===== src/rtl/mem_arbiter.sv =====
// mem_arbiter
// ------------------------------------------------------------------------------
// Two-requester arbiter and sequencer for the 512 x 32 unified memory.
// Port 0 is instruction fetch and port 1 is the datapath load/store unit.
// Their accesses are serialised onto the single memory port as IDLE -> ACCESS -> RESP.
// Read data is latched at the end of ACCESS.
// A one-cycle ack is returned to the owner during RESP.
//
// Build option:
//   MEM_ARB_FIXED_PRIO_EN  defined   : port 0 always wins an IDLE tie
//                          undefined : round-robin between the two ports
//
// Ports:
//   clk, reset                 rising-edge clock, synchronous active-high reset
//   req0/addr0/wr0/wdata0      port 0 request; fields held stable until ack0
//   ack0, rdata0               port 0 completion pulse and read data
//   req1/addr1/wr1/wdata1      port 1 request
//   ack1, rdata1               port 1 completion pulse and read data
//   mem_addr/mem_din/mem_write memory Address/Datain/Write pins
//   mem_dout                   memory Dataout (combinational read)
//   busy                       high while in ACCESS or RESP
// ------------------------------------------------------------------------------
module mem_arbiter #(
  parameter int ADDR_W = 9,
  parameter int DATA_W = 32
) (
  input  logic              clk,
  input  logic              reset,
  input  logic              req0,
  input  logic [ADDR_W-1:0] addr0,
  input  logic              wr0,
  input  logic [DATA_W-1:0] wdata0,
  output logic              ack0,
  output logic [DATA_W-1:0] rdata0,
  input  logic              req1,
  input  logic [ADDR_W-1:0] addr1,
  input  logic              wr1,
  input  logic [DATA_W-1:0] wdata1,
  output logic              ack1,
  output logic [DATA_W-1:0] rdata1,
  output logic [ADDR_W-1:0] mem_addr,
  output logic [DATA_W-1:0] mem_din,
  output logic              mem_write,
  input  logic [DATA_W-1:0] mem_dout,
  output logic              busy
);

  localparam logic [1:0] IDLE   = 2'd0;
  localparam logic [1:0] ACCESS = 2'd1;
  localparam logic [1:0] RESP   = 2'd2;

  logic [1:0]        state_reg, state_next;
  logic [ADDR_W-1:0] addr_q;
  logic              we_q;
  logic [DATA_W-1:0] din_q;
  logic              owner;

  logic [1:0] req_vec;
  logic [1:0] cand;
  logic       grant_valid;
  logic       grant_idx;
  logic [1:0] ack_vec;

`ifndef MEM_ARB_FIXED_PRIO_EN
  logic last_grant;
`endif

  assign req_vec = {req1, req0};

  // Candidates for a new grant.
  // In RESP only the non-owner is considered, because the owner's req is
  // still the one being acknowledged.
  always_comb begin
    cand = 2'b00;
    case (state_reg)
      IDLE:    cand = req_vec;
      RESP:    cand = owner ? {1'b0, req0} : {req1, 1'b0};
      default: cand = 2'b00;
    endcase
  end

  always_comb begin
    grant_valid = |cand;
    grant_idx   = 1'b0;
    if (cand == 2'b11) begin
`ifdef MEM_ARB_FIXED_PRIO_EN
      grant_idx = 1'b0;
`else
      grant_idx = ~last_grant;
`endif
    end else begin
      grant_idx = cand[1];
    end
  end

  always_comb begin
    state_next = IDLE;
    case (state_reg)
      IDLE:    state_next = grant_valid ? ACCESS : IDLE;
      ACCESS:  state_next = RESP;
      RESP:    state_next = grant_valid ? ACCESS : IDLE;
      default: state_next = IDLE;
    endcase
  end

  always_ff @(posedge clk) begin
    if (reset) begin
      state_reg  <= IDLE;
      addr_q     <= '0;
      we_q       <= 1'b0;
      din_q      <= '0;
      owner      <= 1'b0;
`ifndef MEM_ARB_FIXED_PRIO_EN
      last_grant <= 1'b1;
`endif
    end else begin
      state_reg <= state_next;
      if (grant_valid) begin
        addr_q     <= grant_idx ? addr1  : addr0;
        we_q       <= grant_idx ? wr1    : wr0;
        din_q      <= grant_idx ? wdata1 : wdata0;
        owner      <= grant_idx;
`ifndef MEM_ARB_FIXED_PRIO_EN
        last_grant <= grant_idx;
`endif
      end
    end
  end

  // Per-port read-data register and ack decode.
  generate
    for (genvar gi = 0; gi < 2; gi++) begin : g_port
      logic [DATA_W-1:0] rdata_reg;

      always_ff @(posedge clk) begin
        if (reset) begin
          rdata_reg <= '0;
        end else if (state_reg == ACCESS && !we_q && owner == 1'(gi)) begin
          rdata_reg <= mem_dout;
        end
      end

      assign ack_vec[gi] = (state_reg == RESP) && (owner == 1'(gi));
    end
  endgenerate

  assign rdata0 = g_port[0].rdata_reg;
  assign rdata1 = g_port[1].rdata_reg;
  assign ack0   = ack_vec[0];
  assign ack1   = ack_vec[1];

  // mem_write is gated by reset so that a reset arriving during ACCESS
  // cancels the write before the memory's capturing edge.
  assign mem_addr  = addr_q;
  assign mem_din   = din_q;
  assign mem_write = (state_reg == ACCESS) & we_q & ~reset;
  assign busy      = (state_reg != IDLE);

endmodule


===== config.mk =====
export PLATFORM = sky130hd
export DESIGN_NAME = mem_arbiter
export DESIGN_NICKNAME = d
export VERILOG_FILES = /design/src/rtl/mem_arbiter.sv
export SDC_FILE = /design/constraint.sdc
export NUM_CORES = 1
export LEC_CHECK = 0
export CAP_MARGIN = 20
export CORE_AREA = 2 2 106 108
export CTS_CLUSTER_SIZE = 40
export DETAILED_ROUTE_END_ITERATION = 10
export DIE_AREA = 0 0 108 110
export GPL_TIMING_DRIVEN = 0
export PLACE_DENSITY_LB_ADDON = 0.05
export SLEW_MARGIN = 20
export SYNTH_ARGS = -nofsm -noshare
export SYNTH_HDL_FRONTEND = slang
export SYNTH_SLANG_ARGS = --single-unit

===== constraint.sdc =====
create_clock -name clk -period 3.65 [get_ports clk]
set_input_delay 0.9125 -clock clk [delete_from_list [all_inputs] [get_ports clk]]
set_output_delay 0.9125 -clock clk [all_outputs]
set_load 0.01 [all_outputs]

## Word-level counts from Yosys, hierarchy flattened

Cells that the tools add are included.

| operators by class | value |
|---|---|
| add/subtract/negate cells | 0 |
| multipliers | 0 |
| divide/modulo/power cells | 0 |
| magnitude comparators | 0 |
| eq/ne operators | 3 |
| shift-type cells | 0 |
| multiplexer cells | 8 |
| bitwise logic cells | 5 |
| reduce and logical (&&, ||, !) cells | 10 |

Operators with widths:

| cell | count |
|---|---|
| 2-to-1 mux 32 bit | 1 |
| 2-to-1 mux 9 bit | 1 |
| one-hot mux 2 bit (2 select lines) | 2 |
| logical AND 1 bit | 5 |
| equality test 2 bit (second input constant) | 2 |
| OR reduction 2 bit | 2 |
| 2-to-1 mux 1 bit | 3 |
| inverter 1 bit | 3 |
| AND 1 bit | 2 |
| equality test 2 x 1 -> 1 bit (second input constant) | 1 |
| zero test 2 bit | 1 |
| 2-to-1 mux 2 bit | 1 |
| nonzero test 2 bit | 1 |
| zero test 1 bit | 1 |

| storage, ports and cells | value |
|---|---|
| register bits after elaboration | 110 |
| latch bits | 0 |
| memory bits (writable) | 0 |
| ROM bits | 0 |
| input bits | 120 |
| output and inout port bits | 109 |
| memories | 0 |

## Logic depth before layout (Yosys ltp)

Gate-level depths: netlist of the first run.

| logic depth | value |
|---|---|
| depth after elaboration | 5 |
| mapped depth | 7 |
| mapped depth without buffers | 4 |

## Worst setup path after synthesis of the first run

OpenSTA, ideal clock, no wires.

| path | value |
|---|---|
| path type | input -> output |
| from | input port reset |
| to | output port mem_write |
| arrival time | 1,617 ps |
| path slack | 1,120 ps |
| stages on the path | 3 |
| path buffers | 2 |
| cell sequence | clkbuf_1 clkbuf_1 nor3_1 |

| on the way | value |
|---|---|
| longest elaborated chain between the ends | 2 |

Ends and longest elaborated chain:

| what | RTL line | RTL |
|---|---|---|
| from (decl) | 28 | `input logic reset,` |
| inverter 1 bit | 156 | `assign mem_write = (state_reg == ACCESS) & we_q & ~reset;` |
| AND 1 bit | 156 |  |
| to (decl) | 43 | `output logic mem_write,` |

No other way between the ends.

## Worst setup path in the final report of the first run

Same ends and word-level chain as after synthesis.

==> results of run 1 <==
==> worst register-to-register path: stages, from the launching register on <==
cell and delay, ns:
dfxtp_1 0.46, nand2b_1 0.18, nor3b_1 0.58, clkbuf_1 0.43, nand2_1 0.12, a21oi_1 0.14
==> metrics by stage <==
stage	util [%]	total power [uW]	instances
6_report	67.9	2780	928
5_1_grt	67.9	2910	928
4_1_cts	67.9	2800	928
3_5_place_dp	66.1	2070	912
3_3_place_gp	66.1	2060	912
2_1_floorplan	-	1700	545
==> cell usage after synthesis <==
library cell  instances
or2_1                 1
nor2_1                3
mux2_1                1
nand3b_1              1
o21ai_0               1
nor3_1                2
clkbuf_1             41
buf_6                 4
or3b_1                1
or2_2                 1
nor2b_1               1
and3b_1               1
nor3_2                1
inv_1                43
or3_1                 2
a221oi_1              3
nand2b_1              3
a211oi_1             41
o211a_1               1
a221oi_2             38
o21bai_1              1
dfxtp_1             110
nand2_1             170
a21oi_1              67
buf_1                 3
and2_4                1
buf_2                 1
nor3b_1               1
a21o_1                1
==> power breakdown <==
| part | leakage (uW) | internal, uW | switching, uW |
|---|---|---|---|
| clock network | 0.0000976 | 338 | 403 |
| registers | 0.000901 | 1280 | 45.5 |
| logic | 0.00158 | 378 | 333 |
==> how the worst max path moves through the flow <==
stage,slack (ns),start,to,cells after the start
6_report,0.26,reset,mem_write,4
5_1_grt,0.13,reset,mem_write,4
4_1_cts,0.22,reset,mem_write,4
3_5_place_dp,0.22,reset,mem_write,4
3_3_place_gp,0.21,reset,mem_write,4
2_1_floorplan,1.12,reset,mem_write,3
==> kinds of logic after synthesis <==
| kind of cell | after synthesis | share of synthesized area (%) |
|---|---|---|
| flops | 110 | 47.7 |
| simple gates | 189 | 16.5 |
| compound gates | 153 | 27.5 |
| mux | 1 | 0.244 |
| buf+inv | 92 | 8.15 |
==> cell usage in the layout, fill, tap and decap left out, types with 4 or more instances in the layout <==
cell,count
dfxtp_1,110
buf_6,4
nand2_1,170
clkdlybuf4s50_1,227
clkbuf_1,44
a221oi_2,38
a21oi_1,67
inv_1,43
a211oi_1,41
clkbuf_8,10
==> metal layers <==
layer,global-route usage [%],up-vias,wire length [um]
met3,5.82,17,1100
met2,41.5,143,7050
met5,0,-,0
met4,7.42,0,186
li1,-,2319,-
met1,27.6,2136,5900
==> layout make-up <==
| cell class | count | area, um2 |
|---|---|---|
| buffer | 49 | 215 |
| clock buffer | 13 | 149 |
| clock inverter | 3 | 43.8 |
| fill | 899 | 3440 |
| inverter | 43 | 161 |
| multi-input combinational | 343 | 2040 |
| sequential | 110 | 2200 |
| tap | 140 | 175 |
| timing repair buffer | 227 | 2270 |
==> metrics.csv, run 1 <==
stage,metric,value,unit
synthesis,synth_warnings,0,
critical_path,reg2regPathDepth,5,
critical_path,reg2reg_slack,1.67,ns
pwr,peakVddDrop,235,uV
floorplanning,dieArea,0.0119,mm2
cts,post_cts_buffers,0,
sta,setup_tns,0,ns
synthesis,netlist_area,0.00462,mm2
flow_run,cap_violations,0,
synthesis,postSynthRegisterBits,110,
routing,drt_iter0_drc,184,
cts,root_buffer,clkbuf_8,
global_route,first_global_vias,4534,
sta,fin_ws,0.263,ns
floorplanning,die_h,110,um
sta,drv_slew,0,
cells_and_area,final_cell_area,0.00726,mm2
floorplanning,start_util,43.2,%
global_route,grt_max_degree,17,
global_route,grtUsageTotal,23.3,%
cts,clockBufferDepth,2,
critical_path,worstSetupPathType,input port to output port,
cts,clkTransAtPathRegs,0.10,ns
routing,drtAntennaViolNets,0,
synthesis,synth_largest_area_cell,dfxtp_1,
critical_path,cp_slowest_stage_delay,0.54,ns
sta,rsz0062_at_grt,no,
critical_path,crit_path_cell_trace,"clkbuf_1, clkbuf_1, nor3_1, clkdlybuf4s50_1",
routing,dr.pass1.iters,4,
floorplanning,std_cell_rows,38,
floorplanning,design.portCount,229,
sta,fin_skew,0.0106,ns
cts,cts_buffers,9,
sta,fin_crit_sh,92.8,%
cells_and_area,diodes,0,
critical_path,crit_path_max_fanout,10,
cells_and_area,nets,903,
synthesis,syn_inst,545,
synthesis,syn_nets,665,
sta,final-setup-viol-count,0,
global_route,overflow,0,
placed_design,place_area,0.00707,mm2
sta,period_needed,3.39,ns
worst_hold_path,min_to,rdata0[18],
routing,viasPerCell,4.97,
sta,max-slew-margin-rel,53.9,%
critical_path,critical_path.top_delay_family,buffers and inverters,
sta,hold_viol,0,
routing,routed_wl,14.2,mm
critical_path,worstPathArrival,2.47,ns
worst_hold_path,holdPathStages,2,
routing,avgRoutedWirePerCell,15.3,um
routing,vias,4615,
sta,fmax,0.295,GHz
cts,htree_levels,3,
critical_path,rr_endpoint,rdata1[28],
cts,cts_resized,0,
cells_and_area,syn2layout_area_growth,57.1,%
cts,ctsHoldBuffers,0,
floorplanning,core,0.0107,mm2
placed_design,pre_cts_ws,0.219,ns
critical_path,r2r_start,state_reg[0],
synthesis,synth.distinct_cells,29,
synthesis,ys_seq_area_share,47.7,%
sta,hold_slack,0.459,ns
cts,clk_latency,0.37,ns
pwr,powerDensity,383,mW/mm2
critical_path,crit_top_cell,clkbuf_1,
critical_path,critPathLaunchType,input port,
cts,tritoncts,yes,
worst_hold_path,hp-start,rdata0[18],
placed_design,dp_hpwl,10.8,mm
routing,drc,0,
placed_design,port_buffers,227,
floorplanning,die_w,108,um
worst_hold_path,min_path_type,flop to flop,
critical_path,cp-end-kind,output port,
synthesis,synth_top_cell_area_share,47.7,%
sta,tightest_slew,0.691,ns
cts,cts_sinks,110,
run_status,status,"finished, final reports clean",
global_route,grt_pass1_wl,22.0,mm
synthesis,yosys-top-cells-area,"dfxtp_1 (48%), nand2_1 (14%), a221oi_2 (12%), a21oi_1 (7.3%), a211oi_1 (6.7%)",
critical_path,required,2.74,ns
global_route,antenna_found_initial,0,
synthesis,syn_avg_cell_area,8.48,um2
placed_design,gp_congestion,0.771,
cells_and_area,drive_above_1_share,7.49,%
pwr,p_leak,0.00258,uW
critical_path,crit_path_top_delay_cell,clkdlybuf4s50_1,
critical_path,cp_num_buf_inv,3,
Note: power is estimated with default switching activity, not from simulation.
==> inputs of run 2 (changes only) <==
Settings changed: CTS_CLUSTER_DIAMETER set to 40.
==> results of run 2 <==
The final DEF is identical to that of run 1; final timing and power are the same.
==> inputs of run 3 (changes only) <==
Settings changed: CORE_AREA 2 2 106 108 to 2 2 105 107, DIE_AREA 0 0 108 110 to 0 0 107 109, DONT_BUFFER_PORTS set to 1.
==> run 3 against run 2 <==
  * Worst setup slack better by 0.39 ns
  * Core utilization is 21 points lower
  * Global-route usage decreased by 1.5 points
  * Flip-flop and latch count is the same
  * Combinational power is 48% lower
  * Total power decreased by 7.3%
  * Register-to-register slack worse by 0.03 ns
  * Clock skew is 0.0019 ns lower
==> metrics.csv, run 3 (synthesis results as in run 1) <==
stage,metric,value,unit
floorplanning,start_util,43.6,%
critical_path,crit_path_max_fanout,10,
floorplanning,design.portCount,229,
worst_hold_path,holdPathStages,2,
global_route,overflow,0,
pwr,powerDensity,514,mW/mm2
routing,viasPerCell,5.41,
critical_path,critPathLaunchType,input port,
sta,max-slew-margin-rel,51.9,%
cts,clk_latency,0.37,ns
run_status,status,"finished, final reports clean",
cells_and_area,post-route-util,47.3,%
routing,drc,0,
critical_path,worstPathArrival,2.08,ns
floorplanning,dieArea,0.0117,mm2
cells_and_area,syn2layout_area_growth,8.58,%
sta,fmax,0.334,GHz
sta,fin_crit_sh,82.0,%
floorplanning,die_h,109,um
cts,cts_resized,0,
cells_and_area,nets,676,
global_route,grtUsageTotal,21.8,%
global_route,grt_max_degree,18,
cts,clockBufferDepth,2,
critical_path,worstSetupPathType,input port to output port,
cells_and_area,drive_above_1_share,11.1,%
placed_design,port_buffers,0,
cells_and_area,nFillCells,1061,
routing,vias,3794,
global_route,first_global_vias,3930,
sta,setup_tns,0,ns
critical_path,reg2regPathDepth,5,
cts,htree_levels,3,
critical_path,required,2.74,ns
cts,post_cts_buffers,0,
sta,final-setup-viol-count,0,
cts,clkTransAtPathRegs,0.11,ns
cells_and_area,final_common_cell,nand2_1,
floorplanning,std_cell_rows,38,
cts,cts_buffers,9,
global_route,grt_pass1_wl,19.9,mm
routing,routed_wl,12.9,mm
placed_design,dp_hpwl,9.71,mm
routing,dr.pass1.iters,4,
global_route,antenna_found_initial,0,
sta,drv_slew,0,
sta,tightest_slew,0.722,ns
flow_run,cap_violations,0,
placed_design,gp_congestion,0.757,
cells_and_area,layout_common_cells,"nand2_1 (170), dfxtp_1 (110), a21oi_1 (67)",
sta,period_needed,2.99,ns
routing,drtAntennaViolNets,0,
pwr,p_leak,0.00175,uW
cts,cts_sinks,110,
cells_and_area,diodes,0,
floorplanning,die_w,107,um
sta,fin_skew,0.00868,ns
cts,ctsHoldBuffers,0,
worst_hold_path,min_path_type,flop to flop,
sta,hold_viol,0,
cts,root_buffer,clkbuf_8,
sta,rsz0062_at_grt,no,
routing,drt_iter0_drc,141,
cts,tritoncts,yes,
pwr,peakVddDrop,234,uV
critical_path,cp-end-kind,output port,
routing,avgRoutedWirePerCell,18.4,um
floorplanning,core,0.0106,mm2
run 3: cell types whose count changed in the layout (fill, tap and decap cells not counted):
cell,change
clkdlybuf4s50_1,-227
clkbuf_1,-3
clkinv_2,+2
bufinv_16,+1
clkinv_4,-1
inv_6,+1
run 3: path summary, 6_finish.rpt:
path	startpoint	to	slack [ns]
max reg2reg	owner	mem_din[21]	1.64
min	last_grant	last_grant	0.50
max	reset	mem_write	0.66
min reg2reg	last_grant	last_grant	0.50
run 3: cell type report:
cell class / instances / area [um2] / share of cell area (%)
plain buffers: 49 / 215 / 4.29
clock buffers: 10 / 138 / 2.74
clock inverters: 6 / 83.8 / 1.67
inverters: 43 / 161 / 3.22
multi-input cells: 343 / 2040 / 40.7
flip-flops and latches: 110 / 2200 / 43.9
well taps: 140 / 175 / 3.49
run 3: where the power goes:
group,leakage [uW],switching (uW),internal (uW)
Sequential,0.000901,101,1290
Combinational,0.000735,234,139
Clock,0.000116,415,405
run 3: layer usage:
layer  wire length (um)  global-route usage, %
met1               4960                   23.7
met2               6180                   37.4
met3               1330                   8.49
met4                391                   10.3
met5                  0                      0
run 3: metrics by stage:
step / hold WS, ns / cell area, um2 / worst slack (ns) / total power [uW] / instances
floorplan: 0.430 / 4620 / 1.12 / 1700 / 545
global placement: 0.447 / 4800 / 0.615 / 1780 / 685
detailed placement: 0.466 / 4800 / 0.585 / 1790 / 685
CTS: 0.492 / 5020 / 0.583 / 2610 / 701
global route: 0.525 / 5020 / 0.516 / 2700 / 701
finish: 0.499 / 5020 / 0.658 / 2580 / 701
run 3: critical path, cell delays in order:
cell	delay, ns
clkbuf_1	0.43
clkbuf_1	0.51
nor3_1	0.22
